## config.mk

```make
export PLATFORM = sky130hd
export DESIGN_NAME = gcd_stein_engine
export DESIGN_NICKNAME = d
export VERILOG_FILES = /design/src/rtl/gcd_stein_engine.sv
export SDC_FILE = /design/constraint.sdc
export NUM_CORES = 1
export LEC_CHECK = 0
export ABC_AREA = 1
export CAP_MARGIN = 20
export CORE_MARGIN = 2
export CORE_UTILIZATION = 40
export CTS_CLUSTER_SIZE = 12
export DETAILED_ROUTE_END_ITERATION = 6
export SYNTH_ARGS = -nofsm -noshare
export SYNTH_HDL_FRONTEND = slang
export SYNTH_SLANG_ARGS = --single-unit
```

## constraint.sdc

```tcl
create_clock -name clk -period 4.2 [get_ports clk]
set_input_delay 0.42 -clock clk [delete_from_list [all_inputs] [get_ports clk]]
set_output_delay 0.42 -clock clk [all_outputs]
set_load 0.02 [all_outputs]
```

## src/rtl/gcd_stein_engine.sv

```systemverilog
// Iterative binary (Stein) GCD engine with valid/ready handshakes, zero-operand
// shortcut and synchronous abort. Define GCD_CYCLE_CNT_EN to add the cycles port.
module gcd_stein_engine #(
  parameter int WIDTH = 32,
  parameter int KW    = $clog2(WIDTH + 1)
) (
  input  logic             clk,
  input  logic             reset,
  input  logic             clear,
  input  logic             in_valid,
  output logic             in_ready,
  input  logic [WIDTH-1:0] x,
  input  logic [WIDTH-1:0] y,
  output logic             out_valid,
  input  logic             out_ready,
  output logic [WIDTH-1:0] gcd,
  output logic             zero_flag
`ifdef GCD_CYCLE_CNT_EN
  ,
  output logic [KW+$clog2(WIDTH)+2-1:0] cycles
`endif
);

  typedef enum logic [1:0] {
    S_IDLE = 2'd0,
    S_CALC = 2'd1,
    S_DONE = 2'd2
  } state_t;

  state_t           r_state;
  state_t           w_state_next;

  logic [WIDTH-1:0] r_a;
  logic [WIDTH-1:0] r_b;
  logic [KW-1:0]    r_k;
  logic [WIDTH-1:0] r_gcd;
  logic             r_zero;

  logic             w_accept;
  logic             w_x_zero;
  logic             w_y_zero;
  logic             w_any_zero;
  logic             w_eq;
  logic             w_a_even;
  logic             w_b_even;
  logic             w_a_gt_b;
  logic [WIDTH-1:0] w_diff_ab;
  logic [WIDTH-1:0] w_diff_ba;
  logic [WIDTH-1:0] w_result;

  assign w_accept   = in_valid && in_ready;
  assign w_x_zero   = (x == '0);
  assign w_y_zero   = (y == '0);
  assign w_any_zero = w_x_zero || w_y_zero;

  assign w_eq      = (r_a == r_b);
  assign w_a_even  = ~r_a[0];
  assign w_b_even  = ~r_b[0];
  assign w_a_gt_b  = (r_a > r_b);
  // Both differences exist, but only the larger-minus-smaller one is ever selected.
  assign w_diff_ab = r_a - r_b;
  assign w_diff_ba = r_b - r_a;
  assign w_result  = r_a << r_k;

  // State register
  always_ff @(posedge clk or negedge reset) begin
    if (!reset) begin
      r_state <= S_IDLE;
    end else begin
      r_state <= w_state_next;
    end
  end

  // Next-state logic; clear overrides every handshake
  always_comb begin
    w_state_next = r_state;
    if (clear) begin
      w_state_next = S_IDLE;
    end else begin
      case (r_state)
        S_IDLE: begin
          if (w_accept) begin
            w_state_next = w_any_zero ? S_DONE : S_CALC;
          end
        end
        S_CALC: begin
          if (w_eq) begin
            w_state_next = S_DONE;
          end
        end
        S_DONE: begin
          if (out_ready) begin
            w_state_next = S_IDLE;
          end
        end
        default: w_state_next = S_IDLE;
      endcase
    end
  end

  // Output decode
  always_comb begin
    in_ready  = (r_state == S_IDLE) && !clear;
    out_valid = (r_state == S_DONE);
  end

  // Operand / result datapath
  always_ff @(posedge clk or negedge reset) begin
    if (!reset) begin
      r_a    <= '0;
      r_b    <= '0;
      r_k    <= '0;
      r_gcd  <= '0;
      r_zero <= 1'b0;
    end else if (!clear) begin
      case (r_state)
        S_IDLE: begin
          if (w_accept) begin
            r_a    <= x;
            r_b    <= y;
            r_k    <= '0;
            r_zero <= w_x_zero && w_y_zero;
            if (w_any_zero) begin
              r_gcd <= x | y;
            end
          end
        end
        S_CALC: begin
          if (w_eq) begin
            r_gcd <= w_result;
          end else if (w_a_even && w_b_even) begin
            r_a <= r_a >> 1;
            r_b <= r_b >> 1;
            r_k <= r_k + KW'(1);
          end else if (w_a_even) begin
            r_a <= r_a >> 1;
          end else if (w_b_even) begin
            r_b <= r_b >> 1;
          end else if (w_a_gt_b) begin
            r_a <= w_diff_ab >> 1;
          end else begin
            r_b <= w_diff_ba >> 1;
          end
        end
        default: begin
        end
      endcase
    end
  end

  assign gcd       = r_gcd;
  assign zero_flag = r_zero;

`ifdef GCD_CYCLE_CNT_EN
  localparam int CW = KW + $clog2(WIDTH) + 2;

  logic [CW-1:0] r_cycles;

  // Counts every CALC cycle including the terminating a==b one; held through DONE.
  always_ff @(posedge clk or negedge reset) begin
    if (!reset) begin
      r_cycles <= '0;
    end else if (!clear) begin
      if (w_accept) begin
        r_cycles <= '0;
      end else if (r_state == S_CALC) begin
        r_cycles <= r_cycles + CW'(1);
      end
    end
  end

  assign cycles = r_cycles;
`endif

endmodule
```

==> flow_summary.json <==
{
  "skew_ns": 0.0148,
  "crit_arrival_ns": 3.84,
  "finalHoldViolCount": 0,
  "yosysUniqueCellTypes": 49,
  "worstPathMaxFanout": 25,
  "die-area_mm2": 0.0325,
  "grt_usage_pct": 31.8,
  "clk-insertion-delay-late_ns": 0.38,
  "syn_nets": 2350,
  "area_delta_synth_final_pct": 12.7,
  "post-place-ws_ns": 0.728,
  "worstSetupStartpointType": "register",
  "layout_worst_path_cycle_share_pct": 84.1,
  "first_pass_iters": 5,
  "drv_cap": 0,
  "worst-r2r-setup-slack_ns": 0.67,
  "wl_per_cell_um": 19.7,
  "vias": 14020,
  "root_buffer": "clkbuf_16",
  "most-common-layout-cells": "nand2_1 (879), inv_1 (305), nor2_1 (255)",
  "grt_pass1_vias": 13281,
  "synth.area.top_cells": "nand2_1 (27%), dfrtp_1 (21%), inv_1 (9.2%)",
  "clkTransAtPathRegs_ns": 0.08,
  "drive_gt1_share_pct": 4.32,
  "postRouteAntennaNets": 0,
  "place.gp.congestion": 1.01,
  "yosysTopAreaCell": "nand2_1",
  "startpoint": "r_a[0]$_DFFE_PN0P_",
  "post-route-min-period_ns": 3.53,
  "reg2reg_depth": 18,
  "yosysTopAreaCellShare_pct": 26.5,
  "io_pins": 104,
  "syn_inst": 2213,
  "numClockSinks": 105,
  "cpMostUsedCell": "nand2_1",
  "n_antenna_cell": 0,
  "holdBufCountCts": 1,
  "die_height_um": 180,
  "end_kind": "register",
  "yosys_warnings": 0,
  "cts_resized": 0,
  "syn_avg_cell_area_um2": 5.62,
  "run_status": "finished, final reports clean",
  "hpwl_um": 43500,
  "hold_start": "gcd[7]$_DFFE_PN0P_",
  "r2r-end": "r_a[16]$_DFFE_PN0P_",
  "routed_wl_um": 52400,
  "die_w_um": 180,
  "hold_path_class": "reg2reg",
  "cts.path.max_buffers": 2,
  "htreeDepth": 3,
  "nNetsFinal": 2402,
  "max_stage_delay_ns": 0.47,
  "required_ns": 4.51,
  "portBuffers": 103,
  "rows": 64,
  "crit_type": "reg2reg",
  "drt_iter0_drc": 1390,
  "netlist_area_mm2": 0.0124,
  "drc": 0,
  "gr-total-overflow": 0,
  "ys_seq_area_share_pct": 21.1,
  "cts_tree": "done",
  "crit_chain": "inv_1 -> ha_1 -> fa_1 -> inv_1 -> nand3_1 -> nand2_1 -> nand2_1 -> nand2_1 -> nand2_1 -> nand2_2 -> nand2_2 -> nand2_4 -> nand3_2 -> inv_1 -> nand2_1 -> nand2_1 -> nand2_1 -> a21boi_1",
  "coreArea_mm2": 0.0306,
  "grt_pass1_wl_um": 78700,
  "fin_hold_ws_ns": 0.506,
  "worst_slew_pin_slew_ns": 0.907,
  "rr_startpoint": "r_a[0]$_DFFE_PN0P_",
  "antenna_found_initial": 0,
  "worstSetupEndpoint": "r_a[16]$_DFFE_PN0P_",
  "postPlaceCellArea_mm2": 0.0137,
  "fin_ws_ns": 0.667,
  "synth-seq-cells": 105,
  "cp_slowest_cell": "dfrtp_1",
  "final_common_cell": "nand2_1",
  "setup_viol": 0,
  "start_util_pct": 40.6,
  "relSlewSlack_pct": 38.9,
  "fmax_mhz": 283,
  "cts_made_buffers": 9,
  "fill_cells": 3426,
  "postCtsSetupBuffers": 0,
  "via_per_inst": 5.26,
  "grt_max_degree": 60,
  "final_max_slew_viol_count": 0,
  "rsz0062_at_grt": "false",
  "timing.setup.tns_ns": 0,
  "final_area_mm2": 0.0140
}
state kept, by name, summed over array words and instances, names as in the netlist:
register   count
r_a           32
zero_flag      1
r_k            6
gcd           32
r_b           32
r_state        2
final cells by class:
cell class                      count  area [um2]  area share, %
Multi-Input combinational cell   1698        8160           58.3
Sequential cell                   105        2630           18.8
Timing Repair Buffer              129        1230           8.75
Inverter                          322        1210           8.63
Tap cell                          396         495           3.54
Clock buffer                       12         256           1.83
Clock inverter                      4        27.5          0.197
critical path: cells and delay by family, from the launching register on:
family          cells  cell delay (ns)
compound gates      1             0.16
flops               1             0.47
simple gates       12             1.39
fa+ha+maj           2             0.72
buf+inv             3             0.73
routing by layer:
metal | track usage, % | share of wire (%) | vias to the layer above
met4 | 11.6 | 3.5 | 0
met5 | 0 | 0 | -
met2 | 49.3 | 43 | 557
met3 | 3.88 | 6.5 | 80
li1 | - | - | 6917
met1 | 45.4 | 47 | 6466
through the flow:
step / util [%] / std cells
finish: 45.8 / 2666
global route: 45.8 / 2666
CTS: 45.8 / 2666
detailed placement: 44.8 / 2649
global placement: 44.8 / 2649
floorplan: - / 2213
cells in the mapped netlist, drive strengths merged:
master and instances:
and2 5, buf 48, o22ai 2, a21o 2
a21oi 83, inv 321, o21ai 135, clkbuf 40
o31ai 4, a21boi 23, xor2 21, or2 6
o21bai 12, o41ai 1, dfrtp 105, nand3 84
a31oi 1, nor2 265, a22o 1, nor3 15
mux2i 15, a221oi 1, fa 2, ha 66
nand4 21, o32ai 1, nand2 896, clkinv 1
xnor2 10, nand3b 5, nor4 8, a22oi 1
o211ai 12
worst min-delay path by stage:
stage	end	cells after the start	slack (ns)
finish	gcd[7]$_DFFE_PN0P_	2	0.51
global route	gcd[3]$_DFFE_PN0P_	2	0.53
CTS	r_b[16]$_DFFE_PN0P_	2	0.51
detailed placement	gcd[5]$_DFFE_PN0P_	1	0.40
global placement	gcd[5]$_DFFE_PN0P_	1	0.40
floorplan	gcd[0]$_DFFE_PN0P_	0	0.12
cells by family (layout without fill, tap and decap cells):
kind of cell | after synthesis | after routing | synth area share (%)
compound gates | 279 | 279 | 12.6
xor+xnor | 31 | 31 | 2.18
fa+ha+maj | 68 | 68 | 6.96
buf+inv | 410 | 467 | 13.3
flops | 105 | 105 | 21.1
mux | 15 | 15 | 1.21
simple gates | 1305 | 1305 | 42.6
Power is not shown: default switching activity piles up to over one toggle a cycle in this logic, so the estimate is an artifact.
==> patch (same settings) <==
Put one more register stage on the output `zero_flag`, without a reset. The value now appears one clock later. The other outputs are not delayed to match.
--- a/src/rtl/gcd_stein_engine.sv
+++ b/src/rtl/gcd_stein_engine.sv
@@ -149,7 +149,9 @@
   end
 
   assign gcd       = r_gcd;
-  assign zero_flag = r_zero;
+  always_ff @(posedge clk) begin
+    zero_flag <= r_zero;
+  end
 
 `ifdef GCD_CYCLE_CNT_EN
   localparam int CW = KW + $clog2(WIDTH) + 2;
Behaviour: not the same (Yosys sat finds a counterexample within 4 cycles, from zero or initial values and one cycle with reset low).
==> patch against the unedited design <==
- cell area is 0.55% lower
- global-route usage is 1.1 points higher
- hold slack worse by 0.44 ns
- sequential share of layout area is 0.24 points higher
- clock skew hardly changed
- worst setup slack better by 0.20 ns
- synthesized area is 1.5% lower
- sequential cell count is 1 higher
- wire length is 1.5% lower
- critical path type unchanged
- critical endpoint is now r_a[17]
Power is left out: the tool's default activity adds up to more than one toggle a clock period on the data nets, which glitch-free logic cannot reach.
==> patch: results (changes against the unedited design) <==
| Metric | Value |
|---|---|
| Mux cell area share after synthesis | 0.981% (was 1.21%) |
| Root buffer cell | clkbuf_16 (unchanged) |
| Resize count post-CTS | 0 (unchanged) |
| Largest net degree at the start of global routing | 56 (was 60) |
| Post-Synth Adder-Cell Area | 7.07% (was 6.96%) |
| Slowest CP cell | nand3_2 (was dfrtp_1) |
| Async set-reset flop share out of synthesis | 99.1% (was 100%) |
| CP arrival | 3.63 ns (was 3.84 ns) |
| CTS clk-pin slew, worst paths | 0.08 ns (about the same) |
| Antenna violations before repair | 0 (unchanged) |
| First drt pass iteration count | 5 (unchanged) |
| # Max-Cap Violations | 0 (unchanged) |
| Ys flop type | dfrtp_1 (unchanged) |
| Total Routing Usage GR | 33.0% (was 31.8%) |
| Placed cells | 2633 (was 2649) |
| Antenna Violating Nets Remaining | 0 (unchanged) |
| First-pass GRT wire length | 78500 um (was 78700 um) |
| Worst setup endpoint | r_a[17] (was r_a[16]) |
| Initial DRC count | 1362 (was 1390) |
| Syn_nets | 2323 (was 2350) |
| Area contributors post-synth | nand2_1 (27%), dfrtp_1 (21%), inv_1 (9.4%) (was nand2_1 (27%), dfrtp_1 (21%), inv_1 (9.2%)) |
| Synth unique cells | 51 (was 49) |
| RD Place Congestion | 0.998 (was 1.01) |
| WL final | 51600 um (was 52400 um) |
| Crit-path max FO | 27 (was 25) |
| Pre-CTS WS | 0.873 ns (was 0.728 ns) |
| Routed vias/inst | 5.29 (was 5.26) |
| Rel. slew slack | 28.7% (was 38.9%) |
| Highest clock rate | 0.300 GHz (was 0.283 GHz) |
| Nets@finish | 2386 (was 2402) |
| Number of global-route vias before repair | 13300 (about the same) |
| Register area share after synthesis | 21.6% (was 21.1%) |
| Wirelength per Cell | 19.5 um (was 19.7 um) |
| HP Class | in -> async (was reg -> reg) |
| Outcome | finished clean (unchanged) |
| Worst path max stage delay | 0.45 ns (was 0.47 ns) |
| HPWL Detailed | 42800 um (was 43500 um) |
| XOR/XNOR share of the synthesized area | 2.22% (was 2.18%) |
| Clk_skew | 0.0149 ns (was 0.0148 ns) |
| Top delay family on crit path | simple AND/OR/NAND/NOR gates (unchanged) |
| Synth Area in Compound Gates | 13.0% (was 12.6%) |
| Post-synth top cells | nand2_1 (883), inv_1 (307), nor2_1 (226) (was nand2_1 (879), inv_1 (305), nor2_1 (257)) |
| Layout cells sized above 1 | 3.28% (was 4.32%) |
| Synthesis Warnings | 0 (unchanged) |
| Average size of a mapped cell | 5.60 sq um (was 5.62 sq um) |
[patch: how the worst min path moves through the flow]
stage,start,end,slack (ns),cells past startpoint
2_1_floorplan,reset,gcd[0],0.12,0
3_3_place_gp,r_zero,zero_flag,0.41,0
3_5_place_dp,r_zero,zero_flag,0.39,0
4_1_cts,reset,r_b[27],0.1,1
5_1_grt,reset,r_b[27],0.13,1
6_report,reset,r_b[27],0.06,1
[patch: metal layers]
| layer | vias to the layer above | part of all wire [%] | routed length, um | global-route usage, % |
|---|---|---|---|---|
| met1 | 6556 | 47 | 24400 | 47.3 |
| met5 | - | 0 | 0 | 0 |
| met2 | 488 | 43 | 22200 | 50.8 |
| met4 | 0 | 3.1 | 1600 | 10.8 |
| li1 | 6907 | - | - | - |
| met3 | 74 | 6.7 | 3460 | 4.43 |
[patch: cells by family after synthesis]
logic type / count (synthesis)
AOI/OAI and AO/OA: 292
xor gates and xnor gates: 31
adders and majority gates: 68
buffers and inverters: 389
DFF: 106
muxes: 12
and+or+nand+nor: 1288
[patch: stage by stage]
step,hold WS [ns],instance area (sq um)
after detailed placement,0.386,13600
after global placement,0.407,13600
after floorplan,0.124,12200
final,0.0625,13900
after CTS,0.0951,13900
after global routing,0.130,13900
[patch: cell type report]
| cell class | instances | area (sq um) |
|---|---|---|
| fillers | 3382 | 16400 |
| multi-input cells | 1691 | 8090 |
| flip-flops and latches | 106 | 2650 |
| repair buffers | 124 | 1220 |
| inverters | 317 | 1190 |
| well taps | 396 | 495 |
| clock buffers | 10 | 229 |
| clock inverters | 5 | 56.3 |
